### src/rtl/cond_pkg.sv
// Shared ARM condition encodings, flag bit positions and per-context IT block state.
package cond_pkg;

    localparam int unsigned COND_W   = 4;
    localparam int unsigned FLAG_W   = 4;
    localparam int unsigned IT_LEN_W = 3;
    localparam int unsigned TE_W     = 3;

    localparam int unsigned FLAG_N = 3;
    localparam int unsigned FLAG_Z = 2;
    localparam int unsigned FLAG_C = 1;
    localparam int unsigned FLAG_V = 0;

    typedef enum logic [COND_W-1:0] {
        COND_EQ = 4'h0, COND_NE = 4'h1, COND_CS = 4'h2, COND_CC = 4'h3,
        COND_MI = 4'h4, COND_PL = 4'h5, COND_VS = 4'h6, COND_VC = 4'h7,
        COND_HI = 4'h8, COND_LS = 4'h9, COND_GE = 4'hA, COND_LT = 4'hB,
        COND_GT = 4'hC, COND_LE = 4'hD, COND_AL = 4'hE, COND_NV = 4'hF
    } cond_e;

    typedef struct packed {
        logic [COND_W-1:0]   base;
        logic [TE_W-1:0]     te;
        logic [IT_LEN_W-1:0] len;
        logic [IT_LEN_W-1:0] remaining;
    } it_state_t;

    // Condition of the current IT slot: slot 0 is always "then", te[k] flips slot k+1.
    function automatic logic [COND_W-1:0] it_slot_cond(input it_state_t s);
        logic [IT_LEN_W-1:0] slot;
        logic                inv;
        slot = s.len - s.remaining;
        case (slot)
            3'd1:    inv = s.te[0];
            3'd2:    inv = s.te[1];
            3'd3:    inv = s.te[2];
            default: inv = 1'b0;
        endcase
        return {s.base[COND_W-1:1], s.base[0] ^ inv};
    endfunction

endpackage

### src/rtl/cond_eval.sv
// Combinational ARM condition evaluator: condition field + NZCV -> pass.
module cond_eval
    import cond_pkg::*;
(
    input  logic [COND_W-1:0] cond_i,
    input  logic [FLAG_W-1:0] flags_i,
    output logic              pass_o
);

    logic n, z, c, v;

    assign n = flags_i[FLAG_N];
    assign z = flags_i[FLAG_Z];
    assign c = flags_i[FLAG_C];
    assign v = flags_i[FLAG_V];

    always_comb begin
        pass_o = 1'b0;
        case (cond_e'(cond_i))
            COND_EQ: pass_o = z;
            COND_NE: pass_o = ~z;
            COND_CS: pass_o = c;
            COND_CC: pass_o = ~c;
            COND_MI: pass_o = n;
            COND_PL: pass_o = ~n;
            COND_VS: pass_o = v;
            COND_VC: pass_o = ~v;
            COND_HI: pass_o = c & ~z;
            COND_LS: pass_o = ~(c & ~z);
            COND_GE: pass_o = (n == v);
            COND_LT: pass_o = (n != v);
            COND_GT: pass_o = ~z & (n == v);
            COND_LE: pass_o = ~(~z & (n == v));
            COND_AL: pass_o = 1'b1;
            default: pass_o = 1'b0;
        endcase
    end

endmodule

### src/rtl/cond_unit_it.sv
// Execute-stage condition unit: per-context NZCV flags, IT block sequencing and
// predication of the PC / register / memory write strobes.
module cond_unit_it
    import cond_pkg::*;
#(
    parameter  int unsigned NUM_CTX = 2,
    parameter  int unsigned IT_MAX  = 4,
    localparam int unsigned CTX_W   = (NUM_CTX > 1) ? $clog2(NUM_CTX) : 1
) (
    input  logic                clk,
    input  logic                reset_n,
    input  logic                valid_i,
    input  logic                flush_i,
    input  logic [CTX_W-1:0]    ctx_i,
    input  logic [COND_W-1:0]   cond_i,
    input  logic [FLAG_W-1:0]   alu_flags_i,
    input  logic [1:0]          flag_w_i,
    input  logic                pcs_i,
    input  logic                reg_w_i,
    input  logic                mem_w_i,
    input  logic                no_write_i,
    input  logic                it_start_i,
    input  logic [COND_W-1:0]   it_cond_i,
    input  logic [IT_LEN_W-1:0] it_len_i,
    input  logic [TE_W-1:0]     it_te_i,
    output logic                cond_ex_o,
    output logic                pcs_o,
    output logic                reg_w_o,
    output logic                mem_w_o,
    output logic [FLAG_W-1:0]   flags_o,
    output logic                in_it_o,
    output logic [IT_LEN_W-1:0] it_remaining_o,
    output logic                illegal_o
);

    logic [FLAG_W-1:0] flags_q [NUM_CTX];
    logic [FLAG_W-1:0] flags_d [NUM_CTX];
    it_state_t         it_q    [NUM_CTX];
    it_state_t         it_d    [NUM_CTX];

    logic [FLAG_W-1:0] cur_flags;
    it_state_t         cur_it;
    logic [COND_W-1:0] eff_cond;
    logic [TE_W-1:0]   te_mask;
    logic ctx_ok, in_it, it_uncond, eval_pass, ce;
    logic it_params_ok, it_attempt, it_load, it_illegal;

    // Select the state of the addressed context.
    always_comb begin
        cur_flags = '0;
        cur_it    = '0;
        for (int unsigned c = 0; c < NUM_CTX; c++) begin
            if (CTX_W'(c) == ctx_i) begin
                cur_flags = flags_q[c];
                cur_it    = it_q[c];
            end
        end
    end

    assign ctx_ok    = (32'(ctx_i) < NUM_CTX);
    assign in_it     = (cur_it.remaining != '0);
    assign eff_cond  = in_it ? it_slot_cond(cur_it) : cond_i;
    assign it_uncond = it_start_i & ~in_it;

    cond_eval u_cond_eval (
        .cond_i  (eff_cond),
        .flags_i (cur_flags),
        .pass_o  (eval_pass)
    );

    // te bits that select a slot inside the requested block length.
    always_comb begin
        case (it_len_i)
            3'd2:    te_mask = 3'b001;
            3'd3:    te_mask = 3'b011;
            3'd4:    te_mask = 3'b111;
            default: te_mask = 3'b000;
        endcase
    end

    assign it_params_ok = (it_len_i != '0) && (32'(it_len_i) <= IT_MAX) &&
                          (it_cond_i != COND_NV) &&
                          !((it_cond_i == COND_AL) && ((it_te_i & te_mask) != '0));
    assign it_attempt   = valid_i & it_start_i & ~flush_i & ctx_ok;
    assign it_load      = it_attempt & ~in_it & it_params_ok;
    assign it_illegal   = it_attempt & (in_it | ~it_params_ok);

    assign cond_ex_o = it_uncond | eval_pass;
    assign ce        = cond_ex_o & valid_i & ~flush_i & ctx_ok;

    assign pcs_o          = pcs_i & ce;
    assign mem_w_o        = mem_w_i & ce;
    assign reg_w_o        = reg_w_i & ce & ~no_write_i;
    assign flags_o        = cur_flags;
    assign in_it_o        = in_it;
    assign it_remaining_o = cur_it.remaining;
    assign illegal_o      = it_illegal | (~it_uncond & (eff_cond == COND_NV));

    // Flush clears every context's block; otherwise only ctx_i is updated.
    always_comb begin
        flags_d = flags_q;
        it_d    = it_q;
        for (int unsigned c = 0; c < NUM_CTX; c++) begin
            if (flush_i) begin
                it_d[c].remaining = '0;
            end else if (CTX_W'(c) == ctx_i) begin
                if (ce && flag_w_i[1]) begin
                    flags_d[c][FLAG_N] = alu_flags_i[FLAG_N];
                    flags_d[c][FLAG_Z] = alu_flags_i[FLAG_Z];
                end
                if (ce && flag_w_i[0]) begin
                    flags_d[c][FLAG_C] = alu_flags_i[FLAG_C];
                    flags_d[c][FLAG_V] = alu_flags_i[FLAG_V];
                end
                if (valid_i && in_it) begin
                    it_d[c].remaining = it_q[c].remaining - 3'd1;
                end
                if (it_load) begin
                    it_d[c] = '{base: it_cond_i, te: it_te_i, len: it_len_i,
                                remaining: it_len_i};
                end
            end
        end
    end

    always_ff @(posedge clk or negedge reset_n) begin
        if (!reset_n) begin
            for (int unsigned c = 0; c < NUM_CTX; c++) begin
                flags_q[c] <= '0;
                it_q[c]    <= '0;
            end
        end else begin
            flags_q <= flags_d;
            it_q    <= it_d;
        end
    end

endmodule
### config.mk
export PLATFORM = sky130hd
export DESIGN_NAME = cond_unit_it
export DESIGN_NICKNAME = d
export VERILOG_FILES = /design/src/rtl/cond_pkg.sv /design/src/rtl/cond_eval.sv /design/src/rtl/cond_unit_it.sv
export SDC_FILE = /design/constraint.sdc
export NUM_CORES = 1
export LEC_CHECK = 0
export BUFFER_PORTS_ARGS = -buffer_cell sky130_fd_sc_hd__buf_2
export CORE_MARGIN = 2
export CORE_UTILIZATION = 35
export DETAILED_ROUTE_END_ITERATION = 10
export PLACE_DENSITY_LB_ADDON = 0.25
export SYNTH_ARGS = -nofsm -noshare
export SYNTH_HDL_FRONTEND = slang
export SYNTH_SLANG_ARGS = --single-unit
### constraint.sdc
create_clock -name clk -period 4.91 [get_ports clk]
set_input_delay 0.7365 -clock clk [delete_from_list [all_inputs] [get_ports clk]]
set_output_delay 0.7365 -clock clk [all_outputs]
set_load 0.03 [all_outputs]
# Word level (Yosys, flattened, before mapping)
# Index checks and enable logic that the tools add are counted.
# Widths: inputs -> output; s select.
[classes]
n_addsub = 3
n_lt_le_gt_ge = 1
eq_ne = 26
n_mux = 14
n_bitwise = 32
n_reduce_logical = 22
[ops]
columns = ["op", "n"]
rows = [
  ["$eq 4x4->1 const B", 9],
  ["$mux 3", 8],
  ["$reduce_and 3->1", 6],
  ["$eq 4x3->1 const B", 4],
  ["$and 1x1->1", 15],
  ["$pmux 1 s15", 1],
  ["$mux 13", 1],
  ["$eq 3x2->1 const B", 4],
  ["$not 1->1", 12],
  ["$reduce_bool 3->1", 4],
  ["$pmux 3 s3", 1],
  ["$eq 4x2->1 const B", 2],
  ["$mux 4", 2],
  ["$logic_and 1x1->1", 7],
  ["$sub 3x1->3 const B", 2],
  ["$eq 4x1->1 const B", 1],
  ["$logic_not 4->1", 1],
  ["$ne 4x4->1 const B", 1],
  ["$reduce_and 2->1", 2],
  ["$and 3x3->3", 1],
  ["$eq 3x1->1 const B", 1],
  ["$eq 3x3->1 const B", 1],
  ["$le 3x3->1 const B", 1],
  ["$or 1x1->1", 3],
  ["8 further kinds", 8],
]
[word_totals]
ff_bits = 34
in_bits = 30
elab_cells = 110

# Longest topological paths before layout
# Gate-level depths: netlist of run 1.
[depth]
depth_word = 13
depth_mapped = 16
ltp_nobuf = 13

# Modules after synthesis
# Synthesis of run 1 repeated with hierarchy kept, for this count alone.
[unflattened]
hier_cells = 220
area_unflattened_um2 = 2270.9
[modules_own_cells]
columns = ["mod", "instances", "cells_per_inst", "area_each_um2"]
rows = [
  ["cond_unit_it", 1, 197, 2123.3],
  ["cond_eval", 1, 23, 147.6],
]

# Worst setup path after synthesis of run 1
# Ideal clock, no wire load.
[synth_timing]
path_type = "input to output"
start = "input port ctx_i"
end = "output port reg_w_o"
arrival_time_ns = 4.772
slack_ns = -0.599
path_stages = 14
path_buffers = 3
path_cell_list = "buf_4 -> clkbuf_1 -> buf_1 -> o21ai_0 -> ha_1 -> inv_1 -> fa_1 -> nor2b_1 -> mux2_2 -> or4_4 -> a311oi_1 -> mux2i_1 -> a41oi_2 -> and3b_1"
[synth_via]
elab_chain_len = 13
word_cells_on_any_way = 43
[synth_rtl]
columns = ["element", "line_no", "text"]
rows = [
  ["from (decl)", "cond_unit_it.sv:14", "input logic [CTX_W-1:0] ctx_i,"],
  ["$mux 13 (*)", "cond_unit_it.sv:53", "if (CTX_W'(c) == ctx_i) begin"],
  ["named net it_remaining_o[0]", "cond_unit_it.sv:32", "output logic [IT_LEN_W-1:0] it_remaining_o,"],
  ["$sub 3x3->3", "cond_pkg.sv:32", "slot = s.len - s.remaining;"],
  ["$eq 3x2->1 / $eq 3x1->1 (equally long branches)", "cond_pkg.sv:33", "case (slot)"],
  ["$pmux 1 s3", "cond_pkg.sv:33", ""],
  ["$xor 1x1->1", "cond_pkg.sv:39", "return {s.base[COND_W-1:1], s.base[0] ^ inv};"],
  ["$mux 4", "cond_unit_it.sv:62", "assign eff_cond = in_it ? it_slot_cond(cur_it) : cond_i;"],
  ["$eq 4x4->1 (tied with other cells)", "cond_eval.sv:19", "case (cond_e'(cond_i))"],
  ["$pmux 1 s15", "cond_eval.sv:19", ""],
  ["$or 1x1->1 (*)", "cond_unit_it.sv:88", "assign cond_ex_o = it_uncond | eval_pass;"],
  ["$and 1x1->1 (*) (2 in a row)", "cond_unit_it.sv:89", "assign ce = cond_ex_o & valid_i & ~flush_i & ctx_ok;"],
  ["$and 1x1->1 (*) (2 in a row)", "cond_unit_it.sv:93", "assign reg_w_o = reg_w_i & ce & ~no_write_i;"],
  ["to (decl)", "cond_unit_it.sv:28", "output logic reg_w_o,"],
]
# The timed path passes the listed nets; every way through them passes the cells marked *.

# Worst setup path in the final report of run 1
[layout_timing]
start = "input port ctx_i"
end = "output port reg_w_o"
[layout_via]
elab_chain_len = 13
word_cells_on_any_way = 43
[layout_rtl]
columns = ["element", "line_no"]
rows = [
  ["$mux 13", "cond_unit_it.sv:53"],
  ["$sub 3x3->3", "cond_pkg.sv:32"],
  ["$eq 3x2->1 / $eq 3x1->1 (equally long branches)", "cond_pkg.sv:33"],
  ["$pmux 1 s3", "cond_pkg.sv:33"],
  ["$xor 1x1->1", "cond_pkg.sv:39"],
  ["$mux 4", "cond_unit_it.sv:62"],
  ["$eq 4x4->1 (tied with other cells)", "cond_eval.sv:19"],
  ["$pmux 1 s15", "cond_eval.sv:19"],
  ["$or 1x1->1 (*)", "cond_unit_it.sv:88"],
  ["$and 1x1->1 (*) (2 in a row)", "cond_unit_it.sv:89"],
  ["$and 1x1->1 (*) (2 in a row)", "cond_unit_it.sv:93"],
]
# Mark *: on every way between the ends. The rest lies on a longest branch, timed or not.

==> flow_summary.yaml, run 1 <==
run_status:
  outcome: "completed"
flow_run:
  drv_cap: 0
timing:
  max_slew_margin: 0.349
  fin_crit_ns: 4.70
  worst_pin_slew_ns: 0.949
  fin_setup_tns_ns: 0
  fin_skew_ns: 0.00537
  period_share: 0.958
  max_freq_ghz: 0.213
  rsz0062_at_grt: "false"
  hold_viol_final: 0
  drv_slew: 0
  finalSetupViolCount: 0
global_routing:
  grt_use_total: 0.162
  overflow: 0
  antenna_found_initial: 0
  grt_max_degree: 35
  grt_pass1_vias: 1882
  use_met1: 0.221
  busiest_layer: "met2"
  grt_util_met3: 0.0452
  grt_pass1_wl_um: 9230
  use_met2: 0.258
setup_path:
  rr_startpoint: "it_q[13]"
  path_max_fanout: 8
  worstPathRequired_ns: 4.17
  critPathLaunch: "ctx_i"
  crit_arrival_ns: 3.96
  endpoint_kind: "output pin"
  startpoint_type: "input pin"
  path_class: "input pin to output pin"
pwr:
  p_leak_nw: 1.27
  ir_worst_vdd_v: 0.000321
  p_per_area_nw_per_um2: 574
placement:
  dp_cells: 327
  port_buffers: 42
  place.detailed.hpwl_um: 4190
  place_congestion: 0.868
cells_and_area:
  final_common_cell: "buf_2"
  instances_no_fill: 335
  drive_above_1_share: 0.357
  fillers: 640
  antennaDiodeCount: 0
  mostFrequentLayoutCells: "buf_2 (42), dfrtp_1 (34), mux2_2 (27)"
  final_nets: 292
  area_delta_synth_final_pct: 17.5
die:
  ios: 43
  die_height_um: 84.4
  rows: 29
  initial_utilization: 0.359
  dieArea_um2: 7130
  die_w_um: 84.4
  coreArea_um2: 6310
detailed_routing:
  dr.first_iter.drc_count: 111
  wl_per_cell_um: 16.3
  wirelength_um: 5470
  antenna_left: 0
  firstDrtPassIters: 4
  vias: 1803
  drc: 0
  via_per_inst: 5.38
clock_tree:
  cts_root_buffer: "clkbuf_8"
  clk_latency_ns: 0.28
  cts-buffers-inserted: 5
  ctsLongestPathBuffers: 2
  ctsHoldBuffers: 0
  cts_tree: "built"
  post_cts_buffers: 0
  clk_pin_slew_ns: 0.07
  h-tree-depth: 2
  cts_sinks: 34
  cts_resized: 0
synth:
  syn_nets: 248
  synthAdderAreaFrac: 0.0310
  synth_mux_area_frac: 0.279
  avgSynthCellArea_um2: 10.6
  synth_top_family_by_area: "multiplexers"
  synth-simple-area-share: 0.140
  synth_compound_area_frac: 0.123
  synth_top_area_frac: 0.376
  synth_seq_cells: 34
  ys_types: 49
  yosysTopAreaCell: "dfrtp_1"
  syn_inst: 213
  synth-edff-count: 0
  synth-xor-area-share: 0.0155
  synthTopCellsByArea: "dfrtp_1 (38%), mux2_2 (13%), mux2i_1 (8.0%), mux2_1 (4.5%), ha_1 (2.2%)"
  async_flop_share: 1.00
  synthesis.area_um2: 2260
  synth_flop_cell: "dfrtp_1"
  ys_seq_area_frac: 0.376
  synth_warnings: 0
min_path:
  hold_class: "register to register"
  worst_hold_startpoint: "flags_q[1]"
[metal layers]
metal	share of wire	wire length, um
met1	0.48	2610
met2	0.47	2550
met3	0.051	278
met4	0.0057	31
met5	0	0
[through the flow]
step / hold WS, ns / setup slack (ns) / util / power [W] / cell area (um^2)
CTS: 0.508 / 0.194 / 0.421 / 0.00155 / 2660
floorplan: 0.441 / 0.0256 / - / 0.00111 / 2270
global placement: 0.488 / 0.346 / 0.406 / 0.00130 / 2560
detailed placement: 0.492 / 0.228 / 0.406 / 0.00131 / 2560
global route: 0.524 / 0.0208 / 0.421 / 0.00165 / 2660
finish: 0.497 / 0.209 / 0.421 / 0.00153 / 2660
[flip-flops by register name (all words and copies together) (netlist names)]
register	cells
it_q	26
flags_q	8
[path summary, 6_finish.rpt]
path                               to  slack, ns  depth (start not counted)
max reg2reg                flags_q[2]       1.12                         13
max                           reg_w_o       0.21                         13
min reg2reg                flags_q[1]       0.50                          1
min in group asynchronous  flags_q[5]       0.53                          1
min                        flags_q[1]       0.50                          1
max in group asynchronous    it_q[24]       3.87                          1
[final cells by class]
type,instances,area (um^2),area share
Timing Repair Buffer,45,233,0.0875
Inverter,12,45.0,0.0169
Sequential cell,34,851,0.320
Multi-Input combinational cell,159,1340,0.504
Tap cell,77,96.3,0.0362
Clock inverter,2,12.5,0.00471
Clock buffer,6,82.6,0.0311
[Yosys cell counts, types with 2 or more instances]
cell      number
a211oi_1       2
a21oi_1        6
a31oi_1        3
and2_1         3
and3_1         6
and3b_1        4
buf_2          2
clkbuf_1       4
dfrtp_1       34
ha_1           4
inv_1         12
mux2_1         9
mux2_2        27
mux2i_1       18
mux4_2         2
nand2_1       12
nand2b_1       3
nand3_1        2
nor2_1         8
nor2b_1        4
nor3_2         2
nor3b_1        2
o21ai_0        9
o21bai_1       3
o31ai_1        5
o32ai_1        2
xnor2_1        2
xor2_1         2
[critical path, cell delays in order]
cell,delay (ns)
buf_2,0.18
mux2i_1,0.22
ha_1,0.16
inv_1,0.05
fa_1,0.41
nor2b_1,0.16
mux2_2,0.28
or4_4,0.54
a31oi_2,0.26
mux2i_1,0.29
a41oi_2,0.24
and3b_2,0.26
buf_2,0.17
[cells by family after synthesis]
kind of cell	after synthesis
AND/OR/NAND/NOR	54
AO/OA/AOI/OAI	40
flip-flops	34
adder cells (fa/ha/maj)	5
multiplexers	56
XOR/XNOR	4
buffers and inverters	20
[where the power goes]
part | switching [W] | internal, W
combinational | 0.000432 | 0.000368
clock | 0.000106 | 0.000113
sequential | 0.0000995 | 0.000408
total | 0.000637 | 0.000889
(Power assumes the default switching activity.)
==> run 2, diff against run 1 <==
--- a/config.mk
+++ b/config.mk
@@ -9,7 +9,8 @@
 export CORE_MARGIN = 2
 export CORE_UTILIZATION = 35
 export DETAILED_ROUTE_END_ITERATION = 10
-export PLACE_DENSITY_LB_ADDON = 0.25
+export PLACE_DENSITY_LB_ADDON = 0.15
+export SLEW_MARGIN = 0
 export SYNTH_ARGS = -nofsm -noshare
 export SYNTH_HDL_FRONTEND = slang
 export SYNTH_SLANG_ARGS = --single-unit
==> run 2 against run 1 <==
Non-clock buffer count stayed put. Flip-flop and latch count stayed put. Register-to-register slack better by 0.06 ns. Sequential share of layout area is 0.15 points higher. First-iteration DRC count is 8.1% lower. Global-route usage is 0.35 points lower. Clock power is 5% lower. Cell area is 0.47% lower. Core utilization is 0.20 points lower. Critical path depth stayed put. Clock skew is 0.0038 ns higher. Largest cell class unchanged.
==> flow_summary.yaml, run 2 (synthesis results as in run 1) <==
run_status:
  outcome: "completed"
cells_and_area:
  area_delta_synth_final_pct: 16.9
  post-route-util: 0.419
  instances_no_fill: 333
  final_nets: 292
  reg_top3: "it_q x26, flags_q x8"
  drive_above_1_share: 0.352
  final_common_cell: "buf_2"
  antennaDiodeCount: 0
  mostFrequentLayoutCells: "buf_2 (42), dfrtp_1 (34), mux2_2 (27)"
  largest_reg_flops: 26
  top_register: "it_q"
min_path:
  hold_class: "register to register"
detailed_routing:
  route.met2.wl_um: 2560
  firstDrtPassIters: 4
  wl_per_cell_um: 16.5
  dr.first_iter.drc_count: 102
  via_per_inst: 5.32
  wirelength_um: 5500
  dr.max_layer_used: "met4"
  drc: 0
  met3_length_um: 270
  vias: 1773
  antenna_left: 0
  met1_length_um: 2580
clock_tree:
  cts_tree: "built"
  ctsLongestPathBuffers: 2
  post_cts_buffers: 0
  clk_pin_slew_ns: 0.07
  ctsHoldBuffers: 0
  cts-buffers-inserted: 5
  cts_resized: 0
  cts_sinks: 34
  clk_latency_ns: 0.29
  cts_root_buffer: "clkbuf_8"
  h-tree-depth: 2
setup_path:
  startpoint_type: "input pin"
  rrSetupSlack_ns: 1.18
  critPathMaxStageDelay_ns: 0.55
  rr_worst_depth: 13
  crit_path_end: "reg_w_o"
  path_max_fanout: 8
  path_class: "input pin to output pin"
  crit_buf_inv: 3
  critPathSlowestCell: "or4_4"
  endpoint_kind: "output pin"
  worstPathRequired_ns: 4.17
  critPathLaunch: "ctx_i"
  crit_arrival_ns: 3.90
  worstPathCellList: "buf_2 -> mux2i_1 -> ha_1 -> inv_1 -> fa_1 -> nor2b_1 -> mux2_2 -> or4_4 -> a31oi_2 -> mux2i_1 -> a41oi_2 -> and3b_2 -> buf_2"
  crit_family: "simple AND/OR/NAND/NOR gates"
  r2r_end: "flags_q[2]"
  cp_num_cells: 13
  rr_startpoint: "it_q[13]"
pwr:
  p_per_area_nw_per_um2: 571
  p_switching_w: 0.000628
  ir_worst_vdd_v: 0.000364
  internal_power_w: 0.000884
  p_clk_frac: 0.138
  swShare: 0.415
  p_comb_frac: 0.527
  pwr-share-seq: 0.335
  p_leak_nw: 1.27
timing:
  worst_pin_slew_ns: 1.01
  holdWs_ns: 0.505
  period_share: 0.944
  finalSetupViolCount: 0
  max_freq_ghz: 0.216
  fin_skew_ns: 0.00917
  fin_crit_ns: 4.64
  hold_viol_final: 0
  max_slew_margin: 0.308
  fin_setup_tns_ns: 0
  drv_slew: 0
  rsz0062_at_grt: "false"
global_routing:
  grt_pass1_wl_um: 8940
  antenna_found_initial: 0
  overflow: 0
  grt_use_total: 0.159
  grt_pass1_vias: 1791
  grt_max_degree: 35
die:
  dieArea_um2: 7130
  coreArea_um2: 6310
  ios: 43
  die_height_um: 84.4
  die_w_um: 84.4
  initial_utilization: 0.359
  rows: 29
placement:
  port_buffers: 42
  place.detailed.hpwl_um: 4170
  place_congestion: 0.851
  dp_cells: 327
flow_run:
  drv_cap: 0
## run 2: changes by cell type in the layout (fill, tap and decap cells not counted)
cell | before | now
clkinvlp_4 | 1 | 0
a21boi_1 | 1 | 0
clkinv_2 | 1 | 0
a21boi_0 | 0 | 1
## run 2: layer usage
layer  GRT usage  up-vias
met2       0.258       45
met1       0.206      850
met4      0.0534        0
met5           0        -
met3      0.0403        9
li1            -      869
## run 2: cell type report
cell class              count  area [um^2]
clock buffers               6         82.6
fillers                   636         3670
inverters                  12         45.0
multi-input cells         159         1340
flip-flops and latches     34          851
well taps                  77         96.3
repair buffers             45          233
## run 2: stage by stage
step / total power [W] / worst slack, ns / cell area (um^2)
2_1_floorplan: 0.00111 / 0.0256 / 2270
3_5_place_dp: 0.00131 / 0.287 / 2560
5_1_grt: 0.00163 / 0.0702 / 2650
6_report: 0.00151 / 0.273 / 2650
4_1_cts: 0.00152 / 0.270 / 2650
3_3_place_gp: 0.00130 / 0.333 / 2560
## run 2: how the worst min path moves through the flow
stage | start | to | slack [ns] | cells past startpoint
2_1_floorplan | reset_n | flags_q[0] | 0.44 | 0
3_3_place_gp | it_q[6] | it_q[6] | 0.48 | 1
3_5_place_dp | it_q[6] | it_q[6] | 0.49 | 1
4_1_cts | it_q[20] | it_q[20] | 0.51 | 1
5_1_grt | it_q[6] | it_q[6] | 0.52 | 1
6_report | flags_q[5] | flags_q[5] | 0.50 | 1
## run 2: power by group through the flow
stage          combinational [W]  clock [W]  sequential, W
2_1_floorplan           0.000634          0       0.000480
3_3_place_gp            0.000792          0       0.000512
3_5_place_dp            0.000797          0       0.000513
4_1_cts                 0.000801   0.000215       0.000507
5_1_grt                 0.000873   0.000229       0.000524
6_report                0.000797   0.000209       0.000506
==> run 3, diff against run 2 <==
==> constraint.sdc (replaced) <==
create_clock -name clk -period 5.3 [get_ports clk]
set_input_delay 0.795 -clock clk [delete_from_list [all_inputs] [get_ports clk]]
set_output_delay 0.795 -clock clk [all_outputs]
set_load 0.03 [all_outputs]
==> run 3 against run 2 <==
Highest routed layer unchanged. Largest power group unchanged. Critical endpoint unchanged. Critical path depth is the same. Count of clock-buffer cells in the layout is the same. Core utilization grew 0.30 points. Worst setup slack gained 0.11 ns. Power shrank 3.8%. Clock skew shrank 0.0069 ns. Combinational power shrank 7.7%. Cell area grew 0.71%. First-iteration DRC count shrank 18%.
==> flow_summary.yaml, run 3 (synthesis results as in run 1) <==
cells_and_area:
  area_delta_synth_final_pct: 17.7
  top_register: "it_q"
  mostFrequentLayoutCells: "buf_2 (42), dfrtp_1 (34), mux2_2 (27)"
  antennaDiodeCount: 0
  largest_reg_flops: 26
  final_common_cell: "buf_2"
  fillers: 645
  reg_top3: "it_q x26, flags_q x8"
  instances_no_fill: 333
  final_nets: 291
  drive_above_1_share: 0.340
clock_tree:
  cts_root_buffer: "clkbuf_8"
  post_cts_buffers: 0
  cts_tree: "built"
  h-tree-depth: 2
  ctsHoldBuffers: 0
  cts-buffers-inserted: 5
  clk_latency_ns: 0.29
  clk_pin_slew_ns: 0.07
  ctsLongestPathBuffers: 2
  cts_resized: 0
  cts_sinks: 34
timing:
  period_share: 0.928
  rsz0062_at_grt: "false"
  fin_setup_tns_ns: 0
  fin_crit_ns: 4.92
  holdWs_ns: 0.501
  finalSetupViolCount: 0
  drv_slew: 0
  fin_skew_ns: 0.00231
  max_freq_ghz: 0.203
  worst_pin_slew_ns: 1.00
  max_slew_margin: 0.313
  hold_viol_final: 0
setup_path:
  critPathMaxStageDelay_ns: 0.54
  path_class: "input pin to output pin"
  path_max_fanout: 17
  r2r_end: "flags_q[3]"
  startpoint_type: "input pin"
  crit_arrival_ns: 4.12
  rr_worst_depth: 13
  critPathSlowestCell: "or4_4"
  endpoint_kind: "output pin"
  worstPathCellList: "buf_2 -> mux2i_1 -> ha_1 -> inv_1 -> fa_1 -> nor2b_1 -> mux2_2 -> or4_4 -> a311oi_1 -> mux2i_1 -> a41oi_2 -> and3b_1 -> buf_2"
  crit_family: "simple AND/OR/NAND/NOR gates"
  crit_buf_inv: 3
  worstPathRequired_ns: 4.51
  rrSetupSlack_ns: 1.53
  rr_startpoint: "it_q[13]"
die:
  rows: 29
  initial_utilization: 0.359
  die_height_um: 84.4
  ios: 43
  coreArea_um2: 6310
  dieArea_um2: 7130
  die_w_um: 84.4
detailed_routing:
  vias: 1793
  wirelength_um: 5510
  dr.first_iter.drc_count: 84
  via_per_inst: 5.38
  wl_per_cell_um: 16.5
  firstDrtPassIters: 4
  antenna_left: 0
  drc: 0
pwr:
  p_leak_nw: 1.28
  p_per_area_nw_per_um2: 546
  ir_worst_vdd_v: 0.000277
  finalPower_w: 0.00145
global_routing:
  antenna_found_initial: 0
  grt_max_degree: 35
  grt_pass1_wl_um: 9270
  overflow: 0
  grt_pass1_vias: 1800
  grt_use_total: 0.166
min_path:
  whs_path_depth: 1
  hold_end: "flags_q[5]"
  hold_class: "register to register"
  worst_hold_startpoint: "flags_q[5]"
placement:
  port_buffers: 42
  dp_cells: 326
  place.detailed.hpwl_um: 4220
  place_congestion: 0.820
run_status:
  outcome: "completed"
flow_run:
  drv_cap: 0
run 3: cell count changes in the layout (fill, tap and decap cells not counted):
cell       delta
and2_1        +2
and2_2        -2
and3b_2       -1
buf_4         -1
and3b_1       +1
bufinv_16     +1
run 3: area by class of cell:
type / instances / area [um^2] / share of cell area
Clock buffer: 6 / 82.6 / 0.0310
Clock inverter: 1 / 30.0 / 0.0113
Inverter: 12 / 45.0 / 0.0169
Multi-Input combinational cell: 159 / 1340 / 0.501
Sequential cell: 34 / 851 / 0.319
Tap cell: 77 / 96.3 / 0.0362
Timing Repair Buffer: 44 / 225 / 0.0845
run 3: how the worst max path moves through the flow:
stage | slack, ns | from | cells past startpoint | end
floorplan | 0.05 | ctx_i | 15 | reg_w_o
global placement | 0.44 | ctx_i | 12 | reg_w_o
detailed placement | 0.41 | ctx_i | 13 | reg_w_o
CTS | 0.39 | ctx_i | 13 | reg_w_o
global route | 0.14 | ctx_i | 12 | reg_w_o
finish | 0.38 | ctx_i | 13 | reg_w_o
run 3: metrics by stage:
stage                     cell area [um^2]  setup WS (ns)   util
after floorplan                       2270         0.0528      -
after global placement                2550          0.440  0.404
after detailed placement              2550          0.412  0.404
after CTS                             2670          0.394  0.422
after global routing                  2670          0.139  0.422
final                                 2670          0.381  0.422
run 3: metal layers:
| metal | wire, um | GRT usage | vias up |
|---|---|---|---|
| met3 | 341 | 0.0521 | 12 |
| li1 | - | - | 870 |
| met2 | 2490 | 0.262 | 59 |
| met5 | 0 | 0 | - |
| met4 | 93 | 0.0548 | 0 |
| met1 | 2590 | 0.218 | 852 |
run 3: where the power goes:
| part | leakage, nW | internal, W | switching [W] |
|---|---|---|---|
| combinational | 0.787 | 0.000339 | 0.000397 |
| clock | 0.0573 | 0.000150 | 0.0000960 |
| sequential | 0.434 | 0.000378 | 0.0000933 |
